## src/rtl/ahb_reg_slave.sv

```systemverilog
// AHB-Lite register-file slave: NUM_REGS x 32-bit registers, optional wait states, ERROR on bad access.
// Build option AHB_REG_SLAVE_BYTE_STROBE_EN enables byte/halfword writes; otherwise only word size is legal.
module ahb_reg_slave #(
  parameter int unsigned DATA_WIDTH  = 32,
  parameter int unsigned NUM_REGS    = 8,
  parameter int unsigned ADDR_WIDTH  = 12,
  parameter int unsigned WAIT_STATES = 0
) (
  input  logic                           clk,
  input  logic                           rst_n,
  input  logic                           HSEL,
  input  logic [ADDR_WIDTH-1:0]          HADDR,
  input  logic [1:0]                     HTRANS,
  input  logic                           HWRITE,
  input  logic [2:0]                     HSIZE,
  input  logic [DATA_WIDTH-1:0]          HWDATA,
  input  logic                           HREADY,
  output logic                           HREADYOUT,
  output logic [1:0]                     HRESP,
  output logic [DATA_WIDTH-1:0]          HRDATA,
  output logic [NUM_REGS*DATA_WIDTH-1:0] reg_q,
  output logic [NUM_REGS-1:0]            wr_pulse
);

  localparam int unsigned IdxW    = ADDR_WIDTH - 2;
  localparam int unsigned RegIdxW = (NUM_REGS > 1) ? $clog2(NUM_REGS) : 1;
  localparam int unsigned CntW    = 4;
  localparam logic [1:0]  RespOkay  = 2'b00;
  localparam logic [1:0]  RespError = 2'b01;

  typedef enum logic [1:0] {StIdle, StWait, StErr1, StErr2} state_e;

  state_e                state_q;
  logic                  hreadyout_q;
  logic [1:0]            hresp_q;
  logic [CntW-1:0]       wait_cnt_q;
  logic                  dp_valid_q;
  logic                  dp_write_q;
  logic [RegIdxW-1:0]    dp_idx_q;
  logic [DATA_WIDTH-1:0] mem_q [NUM_REGS];
  logic [NUM_REGS-1:0]   wr_pulse_q;

  logic                  accept;
  logic                  in_range;
  logic                  size_ok;
  logic                  dp_done;
  logic [IdxW-1:0]       haddr_idx;
  logic [DATA_WIDTH-1:0] wr_word;

  assign haddr_idx = HADDR[ADDR_WIDTH-1:2];
  assign in_range  = 32'(haddr_idx) < NUM_REGS;
  // A new address phase is only taken while this slave is itself ready.
  assign accept    = HSEL & HTRANS[1] & HREADY & hreadyout_q;
  // OKAY data phase completes in the cycle it is seen from StIdle.
  assign dp_done   = (state_q == StIdle) & dp_valid_q;

`ifdef AHB_REG_SLAVE_BYTE_STROBE_EN
  logic [1:0] dp_lane_q;
  logic [2:0] dp_size_q;
  logic       unused_sigs;

  assign unused_sigs = HTRANS[0];
  assign size_ok     = HSIZE <= 3'b010;

  function automatic logic [DATA_WIDTH-1:0] merge_word(input logic [DATA_WIDTH-1:0] old_w,
                                                       input logic [DATA_WIDTH-1:0] new_w,
                                                       input logic [2:0]            size,
                                                       input logic [1:0]            lane);
    logic [DATA_WIDTH-1:0] m;
    m = old_w;
    case (size)
      3'b000:  m[{lane, 3'b000} +: 8] = new_w[{lane, 3'b000} +: 8];
      3'b001:  m[{lane[1], 4'b0000} +: 16] = new_w[{lane[1], 4'b0000} +: 16];
      default: m = new_w;
    endcase
    return m;
  endfunction

  assign wr_word = merge_word(mem_q[dp_idx_q], HWDATA, dp_size_q, dp_lane_q);

  always_ff @(posedge clk or negedge rst_n) begin
    if (!rst_n) begin
      dp_lane_q <= '0;
      dp_size_q <= '0;
    end else if (accept) begin
      dp_lane_q <= HADDR[1:0];
      dp_size_q <= HSIZE;
    end
  end
`else
  logic unused_sigs;

  assign unused_sigs = ^{HADDR[1:0], HTRANS[0]};
  assign size_ok     = HSIZE == 3'b010;
  assign wr_word     = HWDATA;
`endif

  always_ff @(posedge clk or negedge rst_n) begin
    if (!rst_n) begin
      state_q     <= StIdle;
      hreadyout_q <= 1'b1;
      hresp_q     <= RespOkay;
      wait_cnt_q  <= '0;
      dp_valid_q  <= 1'b0;
      dp_write_q  <= 1'b0;
      dp_idx_q    <= '0;
      wr_pulse_q  <= '0;
      for (int i = 0; i < NUM_REGS; i++) mem_q[i] <= '0;
    end else begin
      wr_pulse_q <= '0;
      if (dp_done && dp_write_q) begin
        mem_q[dp_idx_q]      <= wr_word;
        wr_pulse_q[dp_idx_q] <= 1'b1;
      end
      unique case (state_q)
        StIdle, StErr2: begin
          state_q     <= StIdle;
          hreadyout_q <= 1'b1;
          hresp_q     <= RespOkay;
          dp_valid_q  <= 1'b0;
          if (accept) begin
            dp_write_q <= HWRITE;
            dp_idx_q   <= haddr_idx[RegIdxW-1:0];
            if (!(in_range && size_ok)) begin
              state_q     <= StErr1;
              hreadyout_q <= 1'b0;
              hresp_q     <= RespError;
            end else if (WAIT_STATES == 0) begin
              dp_valid_q <= 1'b1;
            end else begin
              dp_valid_q  <= 1'b1;
              state_q     <= StWait;
              hreadyout_q <= 1'b0;
              wait_cnt_q  <= CntW'(WAIT_STATES - 1);
            end
          end
        end
        StWait: begin
          if (wait_cnt_q == '0) begin
            state_q     <= StIdle;
            hreadyout_q <= 1'b1;
          end else begin
            wait_cnt_q <= wait_cnt_q - 1'b1;
          end
        end
        StErr1: begin
          state_q     <= StErr2;
          hreadyout_q <= 1'b1;
        end
      endcase
    end
  end

  assign HREADYOUT = hreadyout_q;
  assign HRESP     = hresp_q;
  assign HRDATA    = (dp_done && !dp_write_q) ? mem_q[dp_idx_q] : '0;
  assign wr_pulse  = wr_pulse_q;

  for (genvar g = 0; g < NUM_REGS; g++) begin : g_reg_out
    assign reg_q[g*DATA_WIDTH +: DATA_WIDTH] = mem_q[g];
  end

endmodule

```

## config.mk

```make
export PLATFORM = sky130hd
export DESIGN_NAME = ahb_reg_slave
export DESIGN_NICKNAME = d
export VERILOG_FILES = /design/src/rtl/ahb_reg_slave.sv
export SDC_FILE = /design/constraint.sdc
export NUM_CORES = 1
export LEC_CHECK = 0
export BUFFER_PORTS_ARGS = -buffer_cell sky130_fd_sc_hd__buf_4
export CORE_MARGIN = 4
export CORE_UTILIZATION = 47
export DETAILED_ROUTE_END_ITERATION = 8
export PLACE_DENSITY = 0.76
export SLEW_MARGIN = 20
export SYNTH_ARGS = -nofsm -noshare
export SYNTH_HDL_FRONTEND = slang
export SYNTH_SLANG_ARGS = --single-unit
```

## constraint.sdc

```tcl
create_clock -name clk -period 1.9 [get_ports clk]
set_clock_uncertainty 0.05 [all_clocks]
set_input_delay 0.38 -clock clk [delete_from_list [all_inputs] [get_ports clk]]
set_output_delay 0.38 -clock clk [all_outputs]
set_load 0.005 [all_outputs]
```

==> results.cfg, run 1 <==
[drt]
viasPerCell = 5.83
wl_um = 47300
drt_pass1_iterations = 5
drt-initial-drc-count = 590
ant_nets = 0
drcViolationCount = 0
post_drt_wl_per_cell_um = 27.9
vias = 9887

[timing]
fin_hold_ws_ns = 0.0511
drv_slew = 0
rsz0062_at_grt = true
min_period_ns = 2.71
setup_ws_ns = -0.806
setup_violations = 293
hold_viol = 0
timing.fmax_mhz = 369
period_share_pct = 142
fin_setup_tns_ns = -98.37

[finish]
multi_input_area_um2 = 6050
layout.nets = 1396
register_area_um2 = 6940
drive_above_1_share_pct = 70.7
fillers = 1612
n_antenna_cell = 0
synthToLayoutAreaGrowth_pct = 56.5

[run_status]
violations = negative setup slack
status = complete, but fails checks

[placed_design]
gp_congestion = 0.823
hpwl_um = 27600
io_buffers = 348

[yosys]
synth_edf_count = 0
synth.avg_cell_area_um2 = 14.9
ys_dominant_reg_cell = dfrtp_1
synth_area_leaders = dfrtp_1, mux2_2, mux4_2, mux2i_1, buf_2
syn_area_um2 = 12500
synth_top_area_cell = dfrtp_1
synth.top_cells.by_count = dfrtp_1, mux2_2, mux4_2
synthArstFlopShare_pct = 100
synth_nets = 895
ys_types = 49
synth_seq_area_share_pct = 55.5
synth_top_area_share_pct = 55.3
yosys_warnings = 0
synth_seq_cells = 277
synth_most_common_cell = dfrtp_1
netlist_instances = 837

[critical_path]
critPathRequiredTime_ns = 1.47
worstRegToRegCells = 12
crit_fanout = 13
startpoint_type = flop
reg2reg_setup_slack_ns = -0.45
worstSetupEndpointType = output pin
r2r-start = dp_idx_q[2]
cp.arrival_ns = 2.28
critical_path_class = reg -> out
r2r-end = reg_q[32]

[clocking]
clk_latency_ns = 0.56
cts_made_buffers = 30
cts_tree = yes
clock_path_buffers = 3
clock-sinks = 277
cts-root-buf = clkbuf_16
clk_pin_slew_ns = 0.06
h-tree-depth = 1

[power]
p_leak_uw = 0.00983
pwr_density_cell_nw_per_um2 = 801
p_total_uw = 15700
peakVddDrop_uv = 738

[min_path]
holdCritPathClass = in -> reg
hold_depth = 2
min_to = dp_write_q
min_from = HWRITE

[die]
die_area_um2 = 29300
fp.dieW_um = 171
initial_core_util_pct = 47.8
ios = 353
core_area_um2 = 26100
dieHeight_um = 171
num_rows = 59

[global_route]
grt_pass1_vias = 10400
antenna_found_initial = 0
grt_pass1_wl_um = 65900
grt_usage_pct = 29.7
globalRoute.totalOverflow = 0
grt_max_degree = 59

[job]
drv_cap = 0
[worst max-delay path by stage]
stage,start,end,slack [ns]
2_1_floorplan,state_q[0],HRDATA[0],0.002
3_3_place_gp,dp_idx_q[1],HRDATA[19],-0.24
3_5_place_dp,dp_idx_q[1],HRDATA[17],-0.24
4_1_cts,dp_idx_q[2],HRDATA[2],-0.74
5_1_grt,dp_idx_q[2],HRDATA[4],-0.86
6_report,dp_idx_q[2],HRDATA[4],-0.81
[power breakdown]
part | switching [µW] | total [µW] | internal (µW)
Sequential | 75.9 | 6020 | 5940
Clock | 2470 | 6420 | 3940
Combinational | 1600 | 3240 | 1640
[critical path, cell delays in order, from the launching register on]
cell,delay (ns)
dfrtp_4,0.50
buf_8,0.15
buf_12,0.15
buf_4,0.16
mux2i_2,0.21
o22ai_1,0.10
a31oi_1,0.20
a21oi_1,0.10
buf_4,0.14
[cell usage in the layout, fill, tap and decap left out, types with 10 or more instances in the layout]
| cell type | n |
|---|---|
| buf_4 | 417 |
| mux4_2 | 38 |
| clkbuf_16 | 40 |
| buf_12 | 39 |
| mux2_4 | 143 |
| nor2_1 | 23 |
| dfrtp_1 | 273 |
| nand2_1 | 12 |
| mux2i_1 | 25 |
| buf_6 | 38 |
| buf_16 | 10 |
| mux2_2 | 132 |
[logic make-up after synthesis]
| kind of cell | synth area share [%] |
|---|---|
| other | 0.0300 |
| multiplexers | 34.0 |
| flip-flops | 55.5 |
| buffers and inverters | 2.72 |
| XOR/XNOR | 0.140 |
| AO/OA/AOI/OAI | 3.76 |
| AND/OR/NAND/NOR | 3.44 |
| adder cells (fa/ha/maj) | 0.400 |
[metal layers]
metal / up-vias / part of all wire [%] / wire (µm) / global-route usage, %
li1: 4097 / - / - / -
met1: 5223 / 39 / 18600 / 39.2
met2: 476 / 49 / 23200 / 48.9
met3: 91 / 8.5 / 4000 / 7.88
met4: 0 / 3.2 / 1520 / 8.78
met5: - / 0 / 0 / 0
[cell type report]
class	instances	area share (%)
inverter	6	0.128
timing repair buffer	525	25.7
tap	335	2.14
clock inverter	15	1.06
clock buffer	39	4.53
sequential	277	35.5
multi-input combinational	498	30.9
[stage by stage]
stage / cell area, µm² / worst slack [ns] / std cells / util, %
2_1_floorplan: 12500 / 0.00235 / 837 / -
3_3_place_gp: 16200 / -0.245 / 1550 / 61.9
3_5_place_dp: 16200 / -0.237 / 1550 / 61.9
4_1_cts: 18800 / -0.744 / 1670 / 72.1
5_1_grt: 19600 / -0.857 / 1695 / 74.8
6_report: 19600 / -0.806 / 1695 / 74.8
[flip-flops by register name, summed over array words and instances (netlist names)]
signal / cells
dp_valid_q: 1
HREADYOUT: 1
wr_pulse: 8
wait_cnt_q: 4
dp_write_q: 1
dp_idx_q: 3
HRESP: 1
reg_q: 256
state_q: 2
[repair_timing]
action,CTS,global route
endpoints found under the hold margin,33,0
cloned,14,10
gates resized for setup,199,116
pin swaps,18,35
buffers inserted,50,21
hold buffers,2,0
setup endpoints to repair,284,289
Power figures use the tool's default switching activity.
==> run 2, diff against run 1 <==
==> constraint.sdc (replaced) <==
create_clock -name clk -period 1.9 [get_ports clk]
set_clock_uncertainty 0.05 [all_clocks]
set_input_delay 0.19 -clock clk [delete_from_list [all_inputs] [get_ports clk]]
set_output_delay 0.19 -clock clk [all_outputs]
set_load 0.005 [all_outputs]
==> run 2 against run 1 <==
Against the previous run:
- the flow still finishes with violations (negative setup slack)
- first-iteration DRC count up 30%
- clock power down 12%
- clock-buffer cell count up 5
- core utilization up 1.2 points
- via count up 0.14%
==> results.cfg, run 2 (synthesis gave the netlist of run 1 again) <==
[clocking]
clk_latency_ns = 0.55
h-tree-depth = 1
clk_pin_slew_ns = 0.06
cts_made_buffers = 30
cts_tree = yes
cts-root-buf = clkbuf_16
clock_path_buffers = 3
clock-sinks = 277

[die]
initial_core_util_pct = 47.8
dieHeight_um = 171
ios = 353
die_area_um2 = 29300
num_rows = 59
fp.dieW_um = 171
core_area_um2 = 26100

[min_path]
holdCritPathClass = in -> reg

[global_route]
grt_usage_pct = 29.6
grt_use_met1_pct = 39.4
grt_pass1_wl_um = 65500
grt_max_degree = 74
grt_use_met2_pct = 47.5
grt-busiest-layer = met2
antenna_found_initial = 0
globalRoute.totalOverflow = 0
grt_pass1_vias = 10300
grt_util_met3_pct = 7.30

[drt]
post_drt_wl_per_cell_um = 28.0
ant_nets = 0
drt_pass1_iterations = 5
wl_um = 47600
drcViolationCount = 0
drt-initial-drc-count = 768
vias = 9901
viasPerCell = 5.83

[run_status]
violations = negative setup slack
status = complete, but fails checks

[finish]
n_antenna_cell = 0
layout.nets = 1403
final_core_util_pct = 76.0
final_area_um2 = 19900
final_cell_mix = buf_4, dfrtp_1, mux2_4
drive_above_1_share_pct = 66.3
final_common_cell = buf_4
synthToLayoutAreaGrowth_pct = 59.0
largest_reg_flops = 256

[critical_path]
startpoint_type = flop
worstSetupEndpointType = output pin
critPathRequiredTime_ns = 1.66
critical_path_class = reg -> out
crit_fanout = 9
cp.arrival_ns = 2.23

[placed_design]
hpwl_um = 27600
io_buffers = 348
gp_congestion = 0.815
dpl_cell_area_um2 = 16100

[timing]
timing.fmax_mhz = 405
setup_violations = 288
hold_viol = 0
drv_slew = 0
rsz0062_at_grt = true
min_period_ns = 2.47
setup_ws_ns = -0.572
period_share_pct = 130

[power]
pwr_density_cell_nw_per_um2 = 730
p_total_uw = 14500
peakVddDrop_uv = 774
p_leak_uw = 0.00981

[job]
drv_cap = 0
## run 2: cell count changes in the layout (fill, tap and decap cells not counted), moves of 5 or more
cell / change
buf_4: -28
mux2_2: -112
dlygate4sd3_1: +37
clkinv_2: -5
nand2_1: +5
nand2_2: -5
mux2_4: +113
clkbuf_1: +6
buf_12: +5
## run 2: cell type report
class | count | area [µm²]
sequential | 277 | 6940
multi-input combinational | 498 | 6400
fill | 1513 | 6260
timing repair buffer | 532 | 5140
clock buffer | 44 | 883
tap | 335 | 419
clock inverter | 5 | 61.3
inverter | 6 | 25.0
## run 2: worst max-delay path, stage by stage (launching register included)
cell,delay (ns)
dfrtp_4,0.49
buf_4,0.20
nor2_2,0.14
buf_6,0.19
a221oi_2,0.09
o22a_1,0.22
nor2_1,0.20
buf_4,0.15
## run 2: per-layer routing
metal	vias to the layer above	part of all wire, %
li1	4100	-
met5	-	0
met1	5186	39
met3	125	8.8
met4	0	3.8
met2	490	48
## run 2: stage by stage
stage	setup TNS, ns	hold WS, ns	std cells	setup slack [ns]
6_report	-61.29	0.0367	1697	-0.572
5_1_grt	-78.59	0.0517	1697	-0.607
4_1_cts	-70.86	0.0127	1689	-0.535
3_5_place_dp	-6.98	0.0816	1537	-0.104
2_1_floorplan	0	-0.156	837	0.0287
3_3_place_gp	-5.34	0.0781	1537	-0.0836
## run 2: what timing repair did
action	in CTS	in global routing
hold buffers	39	0
pin swaps	11	14
setup endpoints to repair	217	290
gates resized for setup	212	201
setup buffers	48	18
hold endpoints to repair	537	0
cloned	17	9
## run 2: final timing paths
kind                                     from       endpoint  slack, ns  cells after the start
worst max-delay path              dp_idx_q[0]     HRDATA[17]      -0.57                      7
worst min-delay path                 HSIZE[1]       HRESP[0]       0.04                      4
worst max register to register    dp_idx_q[2]       reg_q[8]      -0.28                      9
worst min register to register  wait_cnt_q[0]  wait_cnt_q[0]       0.45                      1
max in group asynchronous               rst_n      HREADYOUT       0.93                      3
min in group asynchronous               rst_n  wait_cnt_q[0]       0.10                      2
## run 2: report_power, final
group	leakage, µW	internal (µW)	switching, µW
logic	0.00549	1370	1470
clock network	0.000467	3310	2340
registers	0.00386	5950	79.4
total	0.00981	10600	3890
==> run 3, diff against run 2 <==
- CORE_UTILIZATION: 47 -> 29
- PLACE_DENSITY: 0.76 -> unset
==> run 3 against run 2 <==
Against the previous run:
- the run still ends with negative setup slack left
- wire length rose by 11%
- total power rose by 11%
- global-route usage fell by 9.1 points
- non-clock buffer count rose by 29
- sequential share of layout area fell by 1.8 points
- core utilization fell by 27 points
- clock power rose by 19%
- flip-flop and latch count did not move
- highest routed layer unchanged
==> results.cfg, run 3 (synthesis gave the netlist of run 1 again) <==
[clocking]
cts-root-buf = clkbuf_16
clk_latency_ns = 0.53
clock-sinks = 277
cts_tree = yes
clk_pin_slew_ns = 0.05
cts_made_buffers = 34
clock_path_buffers = 3
h-tree-depth = 2

[critical_path]
crit_fanout = 4
worstRegToRegCells = 10
startpoint_type = flop
worstSetupEndpointType = output pin
critPathRequiredTime_ns = 1.66
critical_path_class = reg -> out
cp.arrival_ns = 2.22

[min_path]
holdCritPathClass = in -> reg
hold_depth = 5

[power]
power_frac_comb_pct = 20.9
p_leak_uw = 0.0101
peakVddDrop_uv = 428
pwr_density_cell_nw_per_um2 = 768
p_sw_uw = 4430
clock_power_share_pct = 41.7
switching_share_pct = 27.5
p_int_uw = 11700
p_total_uw = 16100
power_frac_seq_pct = 37.4

[die]
initial_core_util_pct = 29.5
ios = 353
num_rows = 75
dieHeight_um = 216
die_area_um2 = 46500
fp.dieW_um = 216
core_area_um2 = 42300

[drt]
drt_pass1_iterations = 5
wl_um = 53000
drt-initial-drc-count = 774
viasPerCell = 4.97
ant_nets = 0
drcViolationCount = 0
vias = 9850
post_drt_wl_per_cell_um = 26.8

[run_status]
violations = negative setup slack
status = complete, but fails checks

[timing]
setup_violations = 279
hold_viol = 0
timing.fmax_mhz = 407
rsz0062_at_grt = true
min_period_ns = 2.46
period_share_pct = 129
setup_ws_ns = -0.558
fin_setup_tns_ns = -45.25
drv_slew = 0

[finish]
n_antenna_cell = 0
layout.nets = 1436
fillers = 3673
final_common_cell = buf_4
layoutNonFillerInstCount = 1980
largest_reg_flops = 256
synthToLayoutAreaGrowth_pct = 67.5
drive_above_1_share_pct = 68.4
register_area_um2 = 6940
multi_input_area_um2 = 6490
final_cell_mix = buf_4, dfrtp_1, mux2_4

[global_route]
grt_max_degree = 81
antenna_found_initial = 0
grt_pass1_wl_um = 71400
grt_pass1_vias = 10200
globalRoute.totalOverflow = 0
grt_util_met3_pct = 5.02
grt-busiest-layer = met2
grt_use_met2_pct = 32.6
grt_usage_pct = 20.5
grt_use_met1_pct = 28.1

[job]
drv_cap = 0

[placed_design]
placed_cells = 1790
hpwl_um = 31100
io_buffers = 348
gp_congestion = 0.785
==> run 3: cell count changes in the layout (fill, tap and decap cells not counted), sizes merged <==
cell / change
clkinv: +5
dlygate4sd3: +1
clkbuf: +5
inv: +2
buf: +25
bufinv: +3
==> run 3: path summary, 6_finish.rpt <==
kind,startpoint,to,slack (ns)
hold reg to reg,wait_cnt_q[0],wait_cnt_q[0],0.44
setup / recovery,dp_idx_q[2],HRDATA[9],-0.56
setup reg to reg,dp_idx_q[2],reg_q[141],-0.23
hold / removal,HSIZE[0],HRESP[0],0.06
max in group asynchronous,rst_n,reg_q[27],0.76
min in group asynchronous,rst_n,reg_q[23],0.18
==> run 3: worst max-delay path: stages (launching register included) <==
cell     delay [ns]
dfrtp_4        0.52
buf_12         0.16
mux2_2         0.27
a221o_1        0.33
a22oi_2        0.21
nor2_2         0.08
buf_4          0.13
==> run 3: what timing repair did <==
action,CTS,global route
hold buffers,40,0
pin swaps,21,40
hold endpoints to repair,537,0
setup endpoints to repair,213,288
setup buffers,48,28
gates resized for setup,190,269
gates cloned,12,14
==> run 3: final cells by class <==
class / count / area share (%)
Sequential cell: 277 / 33.2
Multi-Input combinational cell: 498 / 31.0
Timing Repair Buffer: 561 / 26.8
Clock buffer: 46 / 4.47
Tap cell: 577 / 3.45
Clock inverter: 15 / 0.944
Inverter: 6 / 0.131
==> run 3: through the flow <==
step / hold slack (ns) / util, % / worst slack, ns / cell area [µm²]
final: 0.0605 / 49.5 / -0.558 / 20900
after global routing: 0.113 / 49.5 / -0.619 / 20900
after CTS: 0.0329 / 46.2 / -0.559 / 19500
after detailed placement: -0.0335 / 38.9 / -0.142 / 16500
after global placement: -0.0324 / 38.9 / -0.125 / 16500
after floorplan: -0.156 / - / 0.0287 / 12500
==> run 3: routing by layer <==
metal,vias up,share of wire (%)
met4,0,2.6
met2,339,47
met3,67,6.2
met5,-,0
li1,4180,-
met1,5264,44
==> run 3: power groups by stage <==
stage | clock network (µW) | registers [µW] | logic [µW]
2_1_floorplan | 0 | 6060 | 1080
3_3_place_gp | 0 | 6180 | 2190
3_5_place_dp | 0 | 6180 | 2180
4_1_cts | 6860 | 6020 | 2950
5_1_grt | 7140 | 6020 | 3510
6_report | 6710 | 6020 | 3360
